[src/rtl/accumulator_sequencer.sv]
// Fetch/decode/execute controller for the accumulator computer datapath.
// Optional retired-instruction counter enabled by defining SEQ_RETIRE_COUNT_EN.
//
// state      | meaning
// IDLE       | waiting for start, all outputs low
// FETCH_ADDR | MAR <= PC
// FETCH_MEM  | instruction read, wait for mem_ready
// FETCH_IR   | IR <= MBR, PC <= PC+1
// DECODE     | operand address to MAR, or jump / halt
// OP_RD      | operand read, wait for mem_ready
// EXEC       | ACC <= MBR or ALU result
// OP_WR      | ACC written to M[MAR], wait for mem_ready
// HALTED     | stopped until reset
module accumulator_sequencer #(
  parameter int DATA_W = 16,
  parameter int ADDR_W = 12
) (
  input  logic              clock,
  input  logic              reset,
  input  logic              start,
  input  logic [DATA_W-1:0] instruction,
  input  logic              acc_zero,
  input  logic              mem_ready,
  output logic              mem_req,
  output logic              mem_we,
  output logic              write_mar,
  output logic              write_mbr,
  output logic              write_ir,
  output logic              write_pc,
  output logic              write_acc,
  output logic              mar_sel,
  output logic              pc_sel,
  output logic              acc_sel,
  output logic [3:0]        alu_op,
  output logic              halted,
  output logic              illegal
`ifdef SEQ_RETIRE_COUNT_EN
  ,output logic [31:0]      retired_count
`endif
);

  localparam logic [3:0] S_IDLE       = 4'd0;
  localparam logic [3:0] S_FETCH_ADDR = 4'd1;
  localparam logic [3:0] S_FETCH_MEM  = 4'd2;
  localparam logic [3:0] S_FETCH_IR   = 4'd3;
  localparam logic [3:0] S_DECODE     = 4'd4;
  localparam logic [3:0] S_OP_RD      = 4'd5;
  localparam logic [3:0] S_EXEC       = 4'd6;
  localparam logic [3:0] S_OP_WR      = 4'd7;
  localparam logic [3:0] S_HALTED     = 4'd8;

  localparam logic [3:0] OP_LOAD  = 4'h1;
  localparam logic [3:0] OP_STORE = 4'h2;
  localparam logic [3:0] OP_ADD   = 4'h3;
  localparam logic [3:0] OP_SUB   = 4'h4;
  localparam logic [3:0] OP_AND   = 4'h5;
  localparam logic [3:0] OP_OR    = 4'h6;
  localparam logic [3:0] OP_JUMP  = 4'h7;
  localparam logic [3:0] OP_JZ    = 4'h8;
  localparam logic [3:0] OP_HALT  = 4'h9;

  logic [3:0] state;
  logic [3:0] state_nxt;
  logic [3:0] opcode;
  logic       is_mem_op;
  logic       is_jump;
  logic       illegal_entry;

  // Operand field is routed by the datapath muxes, never inspected here.
  logic [ADDR_W-1:0] unused_operand;
  assign unused_operand = instruction[ADDR_W-1:0];

  assign opcode    = instruction[DATA_W-1:DATA_W-4];
  assign is_mem_op = (opcode >= OP_LOAD) && (opcode <= OP_OR);
  assign is_jump   = (opcode == OP_JUMP) || (opcode == OP_JZ);
  assign illegal_entry = (state == S_DECODE) && !is_mem_op && !is_jump &&
                         (opcode != OP_HALT);

  always_comb begin
    state_nxt = state;
    case (state)
      S_IDLE:       if (start) state_nxt = S_FETCH_ADDR;
      S_FETCH_ADDR: state_nxt = S_FETCH_MEM;
      S_FETCH_MEM:  if (mem_ready) state_nxt = S_FETCH_IR;
      S_FETCH_IR:   state_nxt = S_DECODE;
      S_DECODE: begin
        if (opcode == OP_STORE)  state_nxt = S_OP_WR;
        else if (is_mem_op)      state_nxt = S_OP_RD;
        else if (is_jump)        state_nxt = S_FETCH_ADDR;
        else                     state_nxt = S_HALTED;
      end
      S_OP_RD:      if (mem_ready) state_nxt = S_EXEC;
      S_EXEC:       state_nxt = S_FETCH_ADDR;
      S_OP_WR:      if (mem_ready) state_nxt = S_FETCH_ADDR;
      S_HALTED:     state_nxt = S_HALTED;
      default:      state_nxt = S_IDLE;
    endcase
  end

  always_ff @(posedge clock) begin
    if (reset) begin
      state   <= S_IDLE;
      illegal <= 1'b0;
    end else begin
      state <= state_nxt;
      if (illegal_entry) illegal <= 1'b1;
    end
  end

`ifdef SEQ_RETIRE_COUNT_EN
  logic retire;
  assign retire = (state == S_EXEC) ||
                  (state == S_OP_WR && mem_ready) ||
                  (state == S_DECODE && is_jump);

  always_ff @(posedge clock) begin
    if (reset)       retired_count <= 32'd0;
    else if (retire) retired_count <= retired_count + 32'd1;
  end
`endif

  assign halted = (state == S_HALTED);

  // Control outputs are forced low while reset is held so a pending request drops at once.
  always_comb begin
    mem_req   = 1'b0;
    mem_we    = 1'b0;
    write_mar = 1'b0;
    write_mbr = 1'b0;
    write_ir  = 1'b0;
    write_pc  = 1'b0;
    write_acc = 1'b0;
    mar_sel   = 1'b0;
    pc_sel    = 1'b0;
    acc_sel   = 1'b0;
    alu_op    = 4'b0000;
    if (!reset) begin
      case (state)
        S_FETCH_ADDR: write_mar = 1'b1;
        S_FETCH_MEM: begin
          mem_req   = 1'b1;
          write_mbr = mem_ready;
        end
        S_FETCH_IR: begin
          write_ir = 1'b1;
          write_pc = 1'b1;
        end
        S_DECODE: begin
          if (is_mem_op) begin
            write_mar = 1'b1;
            mar_sel   = 1'b1;
          end else if (opcode == OP_JUMP || (opcode == OP_JZ && acc_zero)) begin
            write_pc = 1'b1;
            pc_sel   = 1'b1;
          end
        end
        S_OP_RD: begin
          mem_req   = 1'b1;
          write_mbr = mem_ready;
        end
        S_EXEC: begin
          write_acc = 1'b1;
          acc_sel   = (opcode != OP_LOAD);
          case (opcode)
            OP_SUB:  alu_op = 4'b0001;
            OP_AND:  alu_op = 4'b1000;
            OP_OR:   alu_op = 4'b1001;
            default: alu_op = 4'b0000;
          endcase
        end
        S_OP_WR: begin
          mem_req = 1'b1;
          mem_we  = 1'b1;
        end
        default: ;
      endcase
    end
  end

endmodule

[config.mk]
export PLATFORM = sky130hd
export DESIGN_NAME = accumulator_sequencer
export DESIGN_NICKNAME = d
export VERILOG_FILES = /design/src/rtl/accumulator_sequencer.sv
export SDC_FILE = /design/constraint.sdc
export NUM_CORES = 1
export LEC_CHECK = 0
export ABC_AREA = 1
export CAP_MARGIN = 5
export CORE_UTILIZATION = 35
export CTS_CLUSTER_DIAMETER = 120
export DETAILED_ROUTE_END_ITERATION = 16
export PLACE_DENSITY = 0.77
export SLEW_MARGIN = 15
export SYNTH_ARGS = -nofsm -noshare
export SYNTH_HDL_FRONTEND = slang
export SYNTH_SLANG_ARGS = --single-unit
[constraint.sdc]
create_clock -name clock -period 1.25 [get_ports clock]
set_clock_uncertainty 0.05 [all_clocks]
set_input_delay 0.25 -clock clock [delete_from_list [all_inputs] [get_ports clock]]
set_output_delay 0.25 -clock clock [all_outputs]
set_load 0.05 [all_outputs]
==> results_dict.tcl, run 1 <==
set metrics [dict create \
    run_status "aborted with a tool error" \
    stop_stage "global routing" \
    stop_error "[ERROR DPL-0038] Utilization greater than 100%, impossible to legalize" \
    repair-timing-grt-worst-ep "alu_op[3]" \
    post_synth_xor_area_fraction_pct 0 \
    ys_seq_area_share_pct 17.3 \
    largest_family_of_logic_cells_by_synthesized_area "simple AND/OR/NAND/NOR gates" \
    post-place-cells 172 \
    synth_edf_count 0 \
    detailedPlacementHpwl_um 1830 \
    muxShareOfSynthArea_pct 0 \
    postSynth.asyncResetShare_pct 0 \
    placement_rows 14 \
    worst_endpoint_kind "output port" \
    synthTopCellsByArea "sky130_fd_sc_hd__nand2_1 20%, sky130_fd_sc_hd__dfxtp_1 17%, sky130_fd_sc_hd__inv_1 9.7%" \
    port_buffers 22 \
    io-pin-count 37 \
    floorplan.initialDensity_pct 38.0 \
    chipWidth_um 42.7 \
    synth-adder-area-share_pct 0 \
    yosys.area_share.simple_pct 50.8 \
    synth.avg_cell_area_um2 5.41 \
    cts_num_sinks 5 \
    netlist_area_um2 579 \
    dieHeight_um 42.7 \
    clk_path_buf_depth 2 \
    grt_start_max_net_pins 13 \
    synth_top_area_share_pct 20.1 \
    synth.lib_cells_used.distinct 24 \
    netlist.top_cell.by_area "sky130_fd_sc_hd__nand2_1" \
    clock_tree.htree_level_count 1 \
    cts_root_buffer "sky130_fd_sc_hd__clkbuf_4" \
    postSynthCellCount 107 \
    compound_gate_portion_of_the_synthesized_area_pct 16.4 \
    ys_dominant_reg_cell "sky130_fd_sc_hd__dfxtp_1" \
    synth-seq-cells 5 \
    cts-buffers-inserted 3 \
    yosys_warnings 0 \
    routabilityCongestion 0.873 \
]
[synthesized netlist by cell type, types with 2 or more instances]
library cell,number
sky130_fd_sc_hd__nor2_4,2
sky130_fd_sc_hd__nand3_1,5
sky130_fd_sc_hd__inv_2,3
sky130_fd_sc_hd__nor2_1,15
sky130_fd_sc_hd__nand2_2,3
sky130_fd_sc_hd__a21oi_2,3
sky130_fd_sc_hd__nand2_1,31
sky130_fd_sc_hd__dfxtp_1,5
sky130_fd_sc_hd__a21oi_1,9
sky130_fd_sc_hd__buf_4,2
sky130_fd_sc_hd__inv_1,15
sky130_fd_sc_hd__nor2_2,2
[cell families after synthesis]
group,Yosys count
compound gates,16
buf+inv,21
flops,5
other cells,1
simple gates,64
[what timing repair did]
| action | in CTS |
|---|---|
| setup buffers | 4 |
| hold buffers | 0 |
| resized for setup | 39 |
| endpoints found under the setup margin | 17 |
| pin swaps | 16 |
[metrics by stage]
| stage | setup WS [ns] | cell area (um2) | hold WS, ns | util (%) |
|---|---|---|---|---|
| global placement | -0.667 | 1270 | 0.429 | 83.7 |
| CTS | -0.484 | 1450 | 0.453 | 95.4 |
| floorplan | -0.517 | 721 | 0.357 | - |
| detailed placement | -0.724 | 1270 | 0.444 | 83.7 |
==> run 2: changes to the inputs <==
--- a/config.mk
+++ b/config.mk
@@ -7,10 +7,10 @@
 export LEC_CHECK = 0
 export ABC_AREA = 1
 export CAP_MARGIN = 5
-export CORE_UTILIZATION = 35
-export CTS_CLUSTER_DIAMETER = 120
+export CORE_AREA = 2 2 63 65
 export DETAILED_ROUTE_END_ITERATION = 16
-export PLACE_DENSITY = 0.77
+export DIE_AREA = 0 0 65 67
+export PLACE_DENSITY_LB_ADDON = 0.15
 export SLEW_MARGIN = 15
 export SYNTH_ARGS = -nofsm -noshare
 export SYNTH_HDL_FRONTEND = slang
==> run 2 against run 1 <==
  * Synthesized cell count unchanged
  * Area after synthesis unchanged
  * The flow now finishes, with violations (setup timing)
==> results_dict.tcl, run 2 <==
set metrics [dict create \
    run_status "finished, violations left" \
    violations "setup timing" \
    areaGrowthSynthToFinish_pct 157 \
    first_pass_iters 4 \
    floorplan.die_area_mm2 0.00436 \
    comb_power_share_pct 50.7 \
    ys_dominant_reg_cell "sky130_fd_sc_hd__dfxtp_1" \
    registers.top_by_ff_count "state" \
    ff_latch_area_um2 110 \
    synth_top_area_share_pct 20.1 \
    net-switching-power_uw 357 \
    synth_edf_count 0 \
    power-per-cell-area_mw_per_mm2 656 \
    power.static_leakage_uw 0.000640 \
    fmax_ghz 0.588 \
    routed_wire_length_per_instance_um 9.81 \
    min_to "illegal" \
    period_minus_slack_ns 1.70 \
    timing.hold.worst.start "illegal" \
    netlist.top_cell.by_area "sky130_fd_sc_hd__nand2_1" \
    critical_path_data_required_time_ns 0.95 \
    wire_length_after_detailed_routing_um 2080 \
    vdd_ir_drop_max_v 0.000401 \
    routabilityCongestion 0.766 \
    worstSetupStartpointType "flip-flop" \
    fin_ws_ns -0.451 \
    core_region_area_mm2 0.00361 \
    timing.final.max_slew_violations 0 \
    clk_transition_reported_paths_ns 0.03 \
    final_net_count 186 \
    p_clk_share_pct 29.6 \
    worstSetupEndpointType "output pin" \
    largestRegisters "state x4, illegal x1" \
    rsz0062_at_grt "true" \
    grt_pass1_wl_um 3590 \
    detailedPlacementHpwl_um 1770 \
    totalPowerFinal_uw 976 \
    netlist_area_um2 579 \
    post_drt_via_cell_ratio 4.00 \
    finish_stage_setup_viols 18 \
    most_used_cells_in_the_layout_excluding_fill_and_tap_cells "30 x sky130_fd_sc_hd__buf_4, 22 x sky130_fd_sc_hd__nand2_1, 13 x sky130_fd_sc_hd__buf_12, 9 x sky130_fd_sc_hd__inv_1, 9 x sky130_fd_sc_hd__nand2_2" \
    yosys-top-cells-count "31 x sky130_fd_sc_hd__nand2_1, 15 x sky130_fd_sc_hd__inv_1, 15 x sky130_fd_sc_hd__nor2_1, 9 x sky130_fd_sc_hd__a21oi_1" \
    critical_path_arrival_ns 1.40 \
    post_synth_xor_area_fraction_pct 0 \
    period_share_pct 136 \
    ys_seq_area_share_pct 17.3 \
    timing.reg2reg.worst_path_depth 11 \
    antenna_found_initial 0 \
    multi_input_area_um2 592 \
    clk_path_buf_depth 2 \
    drt.antenna.violating_nets 0 \
    final_common_cell "sky130_fd_sc_hd__buf_4" \
    yosys_warnings 0 \
    cts-buffers-inserted 3 \
    io-pin-count 37 \
    synth_most_common_cell "sky130_fd_sc_hd__nand2_1" \
    synth-adder-area-share_pct 0 \
    postSynthCellCount 107 \
    placement_rows 22 \
    fill_cells 362 \
    netSwitchingFraction_pct 36.5 \
    clock_tree.htree_level_count 1 \
    finish.utilization_pct 41.3 \
    synth-seq-cells 5 \
    first_global_vias 854 \
    grt_start_max_net_pins 13 \
    tritoncts "built" \
    grt-ovfl-total 0 \
    critical_path_class "reg2out" \
    first_iter_violations 18 \
    share_seq_of_total_power_pct 19.7 \
    count_of_unresolved_drc_violations_after_routing 0 \
    worst_hold_path_type "reg2reg" \
    dieHeight_um 67 \
    muxShareOfSynthArea_pct 0 \
    largest_family_of_logic_cells_by_synthesized_area "simple AND/OR/NAND/NOR gates" \
    diodes 0 \
    largest_register_ffs 4 \
    cts_num_sinks 5 \
    postSynth.asyncResetShare_pct 0 \
    grt_use_total_pct 10.5 \
    compound_gate_portion_of_the_synthesized_area_pct 16.4 \
    route.vias.total 847 \
    yosys.area_share.simple_pct 50.8 \
    finish.instance_area_mm2 0.00149 \
    synthTopCellsByArea "sky130_fd_sc_hd__nand2_1 20%, sky130_fd_sc_hd__dfxtp_1 17%, sky130_fd_sc_hd__inv_1 9.7%" \
    regToRegEndpoint "state[0]" \
    synth.lib_cells_used.distinct 24 \
    synth.avg_cell_area_um2 5.41 \
    cellInternalPower_uw 620 \
    holdBufCountCts 0 \
    cts_root_buffer "sky130_fd_sc_hd__clkbuf_8" \
    min_path_cells 2 \
    place_area_mm2 0.00133 \
    drive_gt1_share_pct 63.4 \
    clock_insertion_delay_at_the_later_pin_of_the_skew_report_ns 0.22 \
    timing.reg2reg.setup_slack_ns -0.16 \
    max_cap_violations 0 \
    chipWidth_um 65 \
    critPathMaxFanout 3 \
    worstReg2RegStart "state[3]" \
    floorplan.initialDensity_pct 16.1 \
    port_buffers 22 \
    final_hold_viol_count 0 \
]
-- run 2: cell counts after synthesis --
No cell type changed its count.
-- run 2: repair_timing --
item / CTS / global route
pin swaps: 11 / 5
cloned: 0 / 0
endpoints found under the setup margin: 18 / 18
setup buffers: 4 / 1
resized for setup: 27 / 10
-- run 2: cell type report --
class                      count  share of cell area (%)
tap                           48                    4.04
inverter                      18                    5.21
multi-input combinational     82                    39.8
sequential                     5                    7.40
timing repair buffer          55                    40.5
clock buffer                   4                    3.03
-- run 2: worst max path at each step --
stage,startpoint,endpoint,cells past startpoint
floorplan,state[3],alu_op[3],7
global placement,instruction[12],write_mar,6
detailed placement,instruction[12],write_mar,6
CTS,state[0],alu_op[3],8
global route,state[0],alu_op[3],8
finish,state[0],write_mbr,6
-- run 2: stage by stage --
step                hold WS [ns]  instances  setup TNS [ns]  setup slack, ns
finish                     0.435        212           -5.17           -0.451
global route               0.474        212           -6.59           -0.515
CTS                        0.443        211           -5.22           -0.467
detailed placement         0.438        204           -8.29           -0.728
global placement           0.438        204           -8.14           -0.691
floorplan                  0.357        108           -2.39           -0.517
-- run 2: critical path: stages, from the launching register on --
cell and delay, ns:
sky130_fd_sc_hd__dfxtp_2 0.34, sky130_fd_sc_hd__inv_2 0.04, sky130_fd_sc_hd__buf_4 0.13, sky130_fd_sc_hd__nor2_1 0.11, sky130_fd_sc_hd__nand2_1 0.13, sky130_fd_sc_hd__a211oi_4 0.26, sky130_fd_sc_hd__buf_12 0.17
-- run 2: power by group through the flow --
| stage | Combinational (uW) | Clock, uW | Sequential, uW |
|---|---|---|---|
| floorplan | 245 | 0 | 199 |
| global placement | 464 | 0 | 195 |
| detailed placement | 464 | 0 | 195 |
| CTS | 487 | 299 | 193 |
| global route | 537 | 315 | 195 |
| finish | 495 | 289 | 193 |
-- run 2: kinds of logic (layout without fill, tap and decap cells) --
logic type,Yosys count,after routing
AND/OR/NAND/NOR,64,64
flip-flops,5,5
other,1,2
AO/OA/AOI/OAI,16,16
buffers and inverters,21,77
-- run 2: layer usage --
metal / part of all wire [%] / vias up / routed length (um) / global-route usage [%]
met5: 0 / - / 0 / 0
met4: 0 / 0 / 0 / 1.60
met2: 52 / 18 / 1090 / 20.0
met3: 4.6 / 0 / 96 / 3.04
met1: 43 / 385 / 893 / 11.6
li1: - / 444 / - / -
Note: power is estimated with default switching activity, not from simulation.
==> run 3: changes to the inputs <==
--- a/config.mk
+++ b/config.mk
@@ -10,7 +10,6 @@
 export CORE_AREA = 2 2 63 65
 export DETAILED_ROUTE_END_ITERATION = 16
 export DIE_AREA = 0 0 65 67
-export PLACE_DENSITY_LB_ADDON = 0.15
 export SLEW_MARGIN = 15
 export SYNTH_ARGS = -nofsm -noshare
 export SYNTH_HDL_FRONTEND = slang
==> run 3 against run 2 <==
  * The run still ends with setup timing left
  * Register-to-register slack improved by 0.05 ns
  * Critical path depth rose by 1
  * Largest power group unchanged
  * Core utilization rose by 4.2 points
  * Design area is 10% higher
  * Non-clock buffer count up 9
  * Critical path type unchanged
  * Sequential cell count stayed put
  * Hold slack gained 0.00069 ns
  * Worst setup slack got worse by 0.020 ns
  * First-iteration DRC count unchanged
  * Largest cell class unchanged
  * Clock power about the same
==> results_dict.tcl, run 3 (synthesis gave the netlist of run 2 again) <==
set metrics [dict create \
    run_status "finished, violations left" \
    violations "setup timing" \
    clock_insertion_delay_at_the_later_pin_of_the_skew_report_ns 0.22 \
    count_of_unresolved_drc_violations_after_routing 0 \
    grt_start_max_net_pins 11 \
    areaGrowthSynthToFinish_pct 183 \
    vdd_ir_drop_max_v 0.000507 \
    holdBufCountCts 0 \
    registers.top_by_ff_count "state" \
    netSwitchingFraction_pct 37.1 \
    first_iter_violations 18 \
    chipWidth_um 65 \
    first_global_vias 931 \
    most_used_cells_in_the_layout_excluding_fill_and_tap_cells "32 x sky130_fd_sc_hd__buf_4, 22 x sky130_fd_sc_hd__nand2_1, 12 x sky130_fd_sc_hd__buf_12, 12 x sky130_fd_sc_hd__buf_6, 10 x sky130_fd_sc_hd__nor2_4" \
    post_drt_via_cell_ratio 3.99 \
    placement_rows 22 \
    critical_path_arrival_ns 1.42 \
    timing.reg2reg.setup_slack_ns -0.11 \
    period_minus_slack_ns 1.72 \
    core_region_area_mm2 0.00361 \
    power.static_leakage_uw 0.000742 \
    clk_transition_reported_paths_ns 0.03 \
    share_seq_of_total_power_pct 18.4 \
    cts_root_buffer "sky130_fd_sc_hd__clkbuf_8" \
    drive_gt1_share_pct 68.2 \
    critPathMaxFanout 4 \
    final_common_cell "sky130_fd_sc_hd__buf_4" \
    routabilityCongestion 0.856 \
    worstSetupStartpointType "flip-flop" \
    detailedPlacementHpwl_um 1730 \
    p_clk_share_pct 27.2 \
    period_share_pct 138 \
    routed_wire_length_per_instance_um 10.6 \
    port_buffers 22 \
    cts-buffers-inserted 3 \
    timing.hold.worst.start "illegal" \
    route.vias.total 882 \
    finish_stage_setup_viols 18 \
    grt-ovfl-total 0 \
    wire_length_after_detailed_routing_um 2350 \
    fin_ws_ns -0.471 \
    clock_tree.htree_level_count 1 \
    floorplan.initialDensity_pct 16.1 \
    largest_register_ffs 4 \
    regToRegEndpoint "state[1]" \
    fill_cells 335 \
    worstSetupEndpointType "output pin" \
    timing.reg2reg.worst_path_depth 9 \
    min_path_cells 2 \
    grt_use_total_pct 11.2 \
    final_net_count 195 \
    critical_path_data_required_time_ns 0.95 \
    post-place-ws_ns -0.706 \
    critical_path_class "reg2out" \
    largestRegisters "state x4, illegal x1" \
    comb_power_share_pct 54.4 \
    diodes 0 \
    dieHeight_um 67 \
    first_pass_iters 4 \
    finish.utilization_pct 45.5 \
    cellInternalPower_uw 662 \
    min_to "illegal" \
    cts_num_sinks 5 \
    power-per-cell-area_mw_per_mm2 643 \
    io-pin-count 37 \
    drt.antenna.violating_nets 0 \
    max_cap_violations 0 \
    tritoncts "built" \
    antenna_found_initial 0 \
    net-switching-power_uw 391 \
    timing.final.max_slew_violations 0 \
    fmax_ghz 0.581 \
    rsz0062_at_grt "true" \
    floorplan.die_area_mm2 0.00436 \
    worstReg2RegStart "state[2]" \
    final_hold_viol_count 0 \
    worst_hold_path_type "reg2reg" \
    clk_path_buf_depth 2 \
    grt_pass1_wl_um 3820 \
]
[run 3: cell count changes in the layout (fill, tap and decap cells not counted), moves of 2 or more]
cell / delta
sky130_fd_sc_hd__buf_2: +2
sky130_fd_sc_hd__buf_4: +2
sky130_fd_sc_hd__buf_6: +8
sky130_fd_sc_hd__inv_2: -2
sky130_fd_sc_hd__inv_4: +2
sky130_fd_sc_hd__nand2_2: -6
sky130_fd_sc_hd__nand2_4: +6
sky130_fd_sc_hd__nor2_4: +2
[run 3: power groups by stage]
stage	clock, uW	combinational [uW]	sequential, uW
5_1_grt	306	619	195
3_5_place_dp	0	465	195
6_report	287	573	194
2_1_floorplan	0	245	199
4_1_cts	299	523	193
3_3_place_gp	0	464	194
[run 3: metal layers]
layer	track usage (%)	up-vias	wire length [um]
met5	0	-	0
li1	-	466	-
met2	21.4	8	1340
met1	12.6	408	983
met3	1.01	0	22
met4	4.26	0	0
[run 3: final cells by class]
cell class,count,area (um2),share of cell area [%]
timing repair buffer,64,684,41.8
multi-input combinational,82,654,39.9
sequential,5,113,6.87
inverter,18,82.6,5.04
tap,48,60.1,3.66
clock buffer,4,45.0,2.75
[run 3: repair_timing]
item | 4_1_cts | 5_1_grt
pin swaps | 19 | 12
setup endpoints to repair | 18 | 18
gates cloned | 0 | 0
resized for setup | 51 | 17
buffers inserted | 8 | 4
[run 3: worst max path at each step]
stage                          startpoint        end  slack (ns)  depth (start not counted)
after floorplan                  state[3]  alu_op[3]       -0.52                          7
after global placement    instruction[13]  write_mar       -0.69                          6
after detailed placement  instruction[13]  write_mar       -0.71                          6
after CTS                        state[3]  alu_op[3]       -0.46                          8
after global routing             state[0]  alu_op[3]       -0.54                          8
final                            state[2]  write_mar       -0.47                          7
[run 3: stage by stage]
stage	instance area, um2	hold WS [ns]	setup TNS, ns	std cells	total power (uW)
finish	1640	0.435	-5.60	221	1050
global route	1640	0.467	-6.70	221	1120
CTS	1550	0.445	-5.23	217	1010
detailed placement	1320	0.437	-8.18	205	661
global placement	1320	0.433	-8.00	205	658
floorplan	721	0.357	-2.39	108	444
[run 3: critical path, cell delays in order, from the launching register on]
cell and delay [ns]:
sky130_fd_sc_hd__dfxtp_4 0.37, sky130_fd_sc_hd__inv_4 0.05, sky130_fd_sc_hd__nor2_4 0.16, sky130_fd_sc_hd__nand2_4 0.09, sky130_fd_sc_hd__inv_4 0.09, sky130_fd_sc_hd__nand3_4 0.11, sky130_fd_sc_hd__a21oi_4 0.17, sky130_fd_sc_hd__buf_12 0.15
==> run 4: changes to the inputs <==
==> constraint.sdc (replaced) <==
create_clock -name clock -period 2 [get_ports clock]
set_clock_uncertainty 0.05 [all_clocks]
set_input_delay 0.4 -clock clock [delete_from_list [all_inputs] [get_ports clock]]
set_output_delay 0.4 -clock clock [all_outputs]
set_load 0.05 [all_outputs]
==> run 4 against run 3 <==
  * The run now ends clean
  * Clock power decreased by 36%
  * Final cell count decreased by 14%
  * Worst setup slack improved by 0.54 ns
  * Register-to-register slack improved by 0.75 ns
  * Critical path type is now in2out
  * Critical endpoint unchanged
==> results_dict.tcl, run 4 (synthesis gave the netlist of run 2 again) <==
set metrics [dict create \
    period_minus_slack_ns 1.93 \
    first_global_vias 663 \
    place_area_mm2 0.00107 \
    diodes 0 \
    grt-ovfl-total 0 \
    first_pass_iters 5 \
    worstSetupStartpointType "input pin" \
    detailedPlacementHpwl_um 1410 \
    drt.antenna.violating_nets 0 \
    critical_path_class "in2out" \
    cellInternalPower_uw 337 \
    grt_use_total_pct 8.14 \
    wire_length_after_detailed_routing_um 1680 \
    critical_path_data_required_time_ns 1.55 \
    clock_tree.htree_level_count 1 \
    chipWidth_um 65 \
    critPathMaxFanout 4 \
    clk_path_buf_depth 2 \
    cts_root_buffer "sky130_fd_sc_hd__clkbuf_8" \
    max_cap_violations 0 \
    fmax_ghz 0.517 \
    drive_gt1_share_pct 45.8 \
    floorplan.initialDensity_pct 16.1 \
    finish_stage_setup_viols 0 \
    tritoncts "built" \
    totalPowerFinal_uw 528 \
    p_clk_share_pct 34.7 \
    critical_path_arrival_ns 1.48 \
    areaGrowthSynthToFinish_pct 104 \
    largest_register_ffs 4 \
    worst_hold_path_type "reg2reg" \
    share_seq_of_total_power_pct 23.8 \
    net-switching-power_uw 191 \
    power.static_leakage_uw 0.000524 \
    count_of_unresolved_drc_violations_after_routing 0 \
    timing.final.max_slew_violations 0 \
    post_drt_via_cell_ratio 4.04 \
    largestRegisters "state x4, illegal x1" \
    power-per-cell-area_mw_per_mm2 447 \
    routabilityCongestion 0.910 \
    netSwitchingFraction_pct 36.2 \
    routed_wire_length_per_instance_um 8.83 \
    grt_pass1_wl_um 2770 \
    route.vias.total 767 \
    final_net_count 164 \
    placement_rows 22 \
    final_common_cell "sky130_fd_sc_hd__nand2_1" \
    antenna_found_initial 0 \
    run_status "complete, no violations" \
    port_buffers 22 \
    clk_transition_reported_paths_ns 0.03 \
    period_share_pct 96.7 \
    first_iter_violations 18 \
    cts_num_sinks 5 \
    comb_power_share_pct 41.5 \
    most_used_cells_in_the_layout_excluding_fill_and_tap_cells "29 x sky130_fd_sc_hd__nand2_1, 12 x sky130_fd_sc_hd__buf_12, 11 x sky130_fd_sc_hd__nor2_1, 11 x sky130_fd_sc_hd__buf_4, 10 x sky130_fd_sc_hd__inv_1" \
    finish.instance_area_mm2 0.00118 \
    vdd_ir_drop_max_v 0.000331 \
    registers.top_by_ff_count "state" \
    grt_start_max_net_pins 13 \
    holdBufCountCts 0 \
    io-pin-count 37 \
    clock_insertion_delay_at_the_later_pin_of_the_skew_report_ns 0.22 \
    cts-buffers-inserted 3 \
    dieHeight_um 67 \
    worstSetupEndpointType "output pin" \
    final_hold_viol_count 0 \
    floorplan.die_area_mm2 0.00436 \
    core_region_area_mm2 0.00361 \
]
run 4: through the flow:
step	cells	TNS (ns)	utilization [%]	setup WS, ns	hold slack [ns]
6_report	190	0	32.8	0.0663	0.409
4_1_cts	190	0	31.9	0.0190	0.411
5_1_grt	190	-0.00134	32.8	-0.00134	0.423
3_5_place_dp	185	-0.974	29.7	-0.243	0.399
3_3_place_gp	185	-1.02	29.7	-0.249	0.398
2_1_floorplan	108	-0.502	-	-0.255	0.454
run 4: critical path: stages:
cell and delay [ns]:
sky130_fd_sc_hd__dlygate4sd2_1 0.30, sky130_fd_sc_hd__buf_4 0.17, sky130_fd_sc_hd__a21oi_2 0.16, sky130_fd_sc_hd__nand3_4 0.11, sky130_fd_sc_hd__a21oi_2 0.19, sky130_fd_sc_hd__buf_12 0.16
run 4: power groups by stage:
stage | clock [uW] | combinational, uW | sequential, uW
floorplan | 0 | 135 | 121
global placement | 0 | 209 | 123
detailed placement | 0 | 210 | 123
CTS | 187 | 214 | 121
global route | 195 | 242 | 127
finish | 183 | 219 | 126
run 4: worst paths after layout:
kind | from | endpoint | slack (ns) | depth (start not counted)
worst max-delay path | instruction[15] | write_mar | 0.07 | 6
worst min-delay path | illegal | illegal | 0.41 | 2
worst min register to register | illegal | illegal | 0.41 | 2
worst max register to register | state[2] | state[2] | 0.64 | 9
run 4: area by class of cell:
class | instances | area (um2)
well taps | 48 | 60.1
clock buffers | 4 | 45.0
repair buffers | 33 | 428
inverters | 18 | 67.6
fillers | 387 | 2420
multi-input cells | 82 | 475
flip-flops and latches | 5 | 105
run 4: repair_timing:
item | CTS | global route
setup endpoints to repair | 6 | 6
pin swaps | 3 | 6
gates resized for setup | 13 | 19
hold endpoints to repair | 0 | 0
buffers inserted | 1 | 0
run 4: routing by layer:
layer	wire [um]	vias up	global-route usage, %	share of wire [%]
li1	-	406	-	-
met4	0	0	0.798	0
met2	894	22	14.3	53
met3	76	0	2.53	4.5
met1	708	339	10.0	42
met5	0	-	0	0
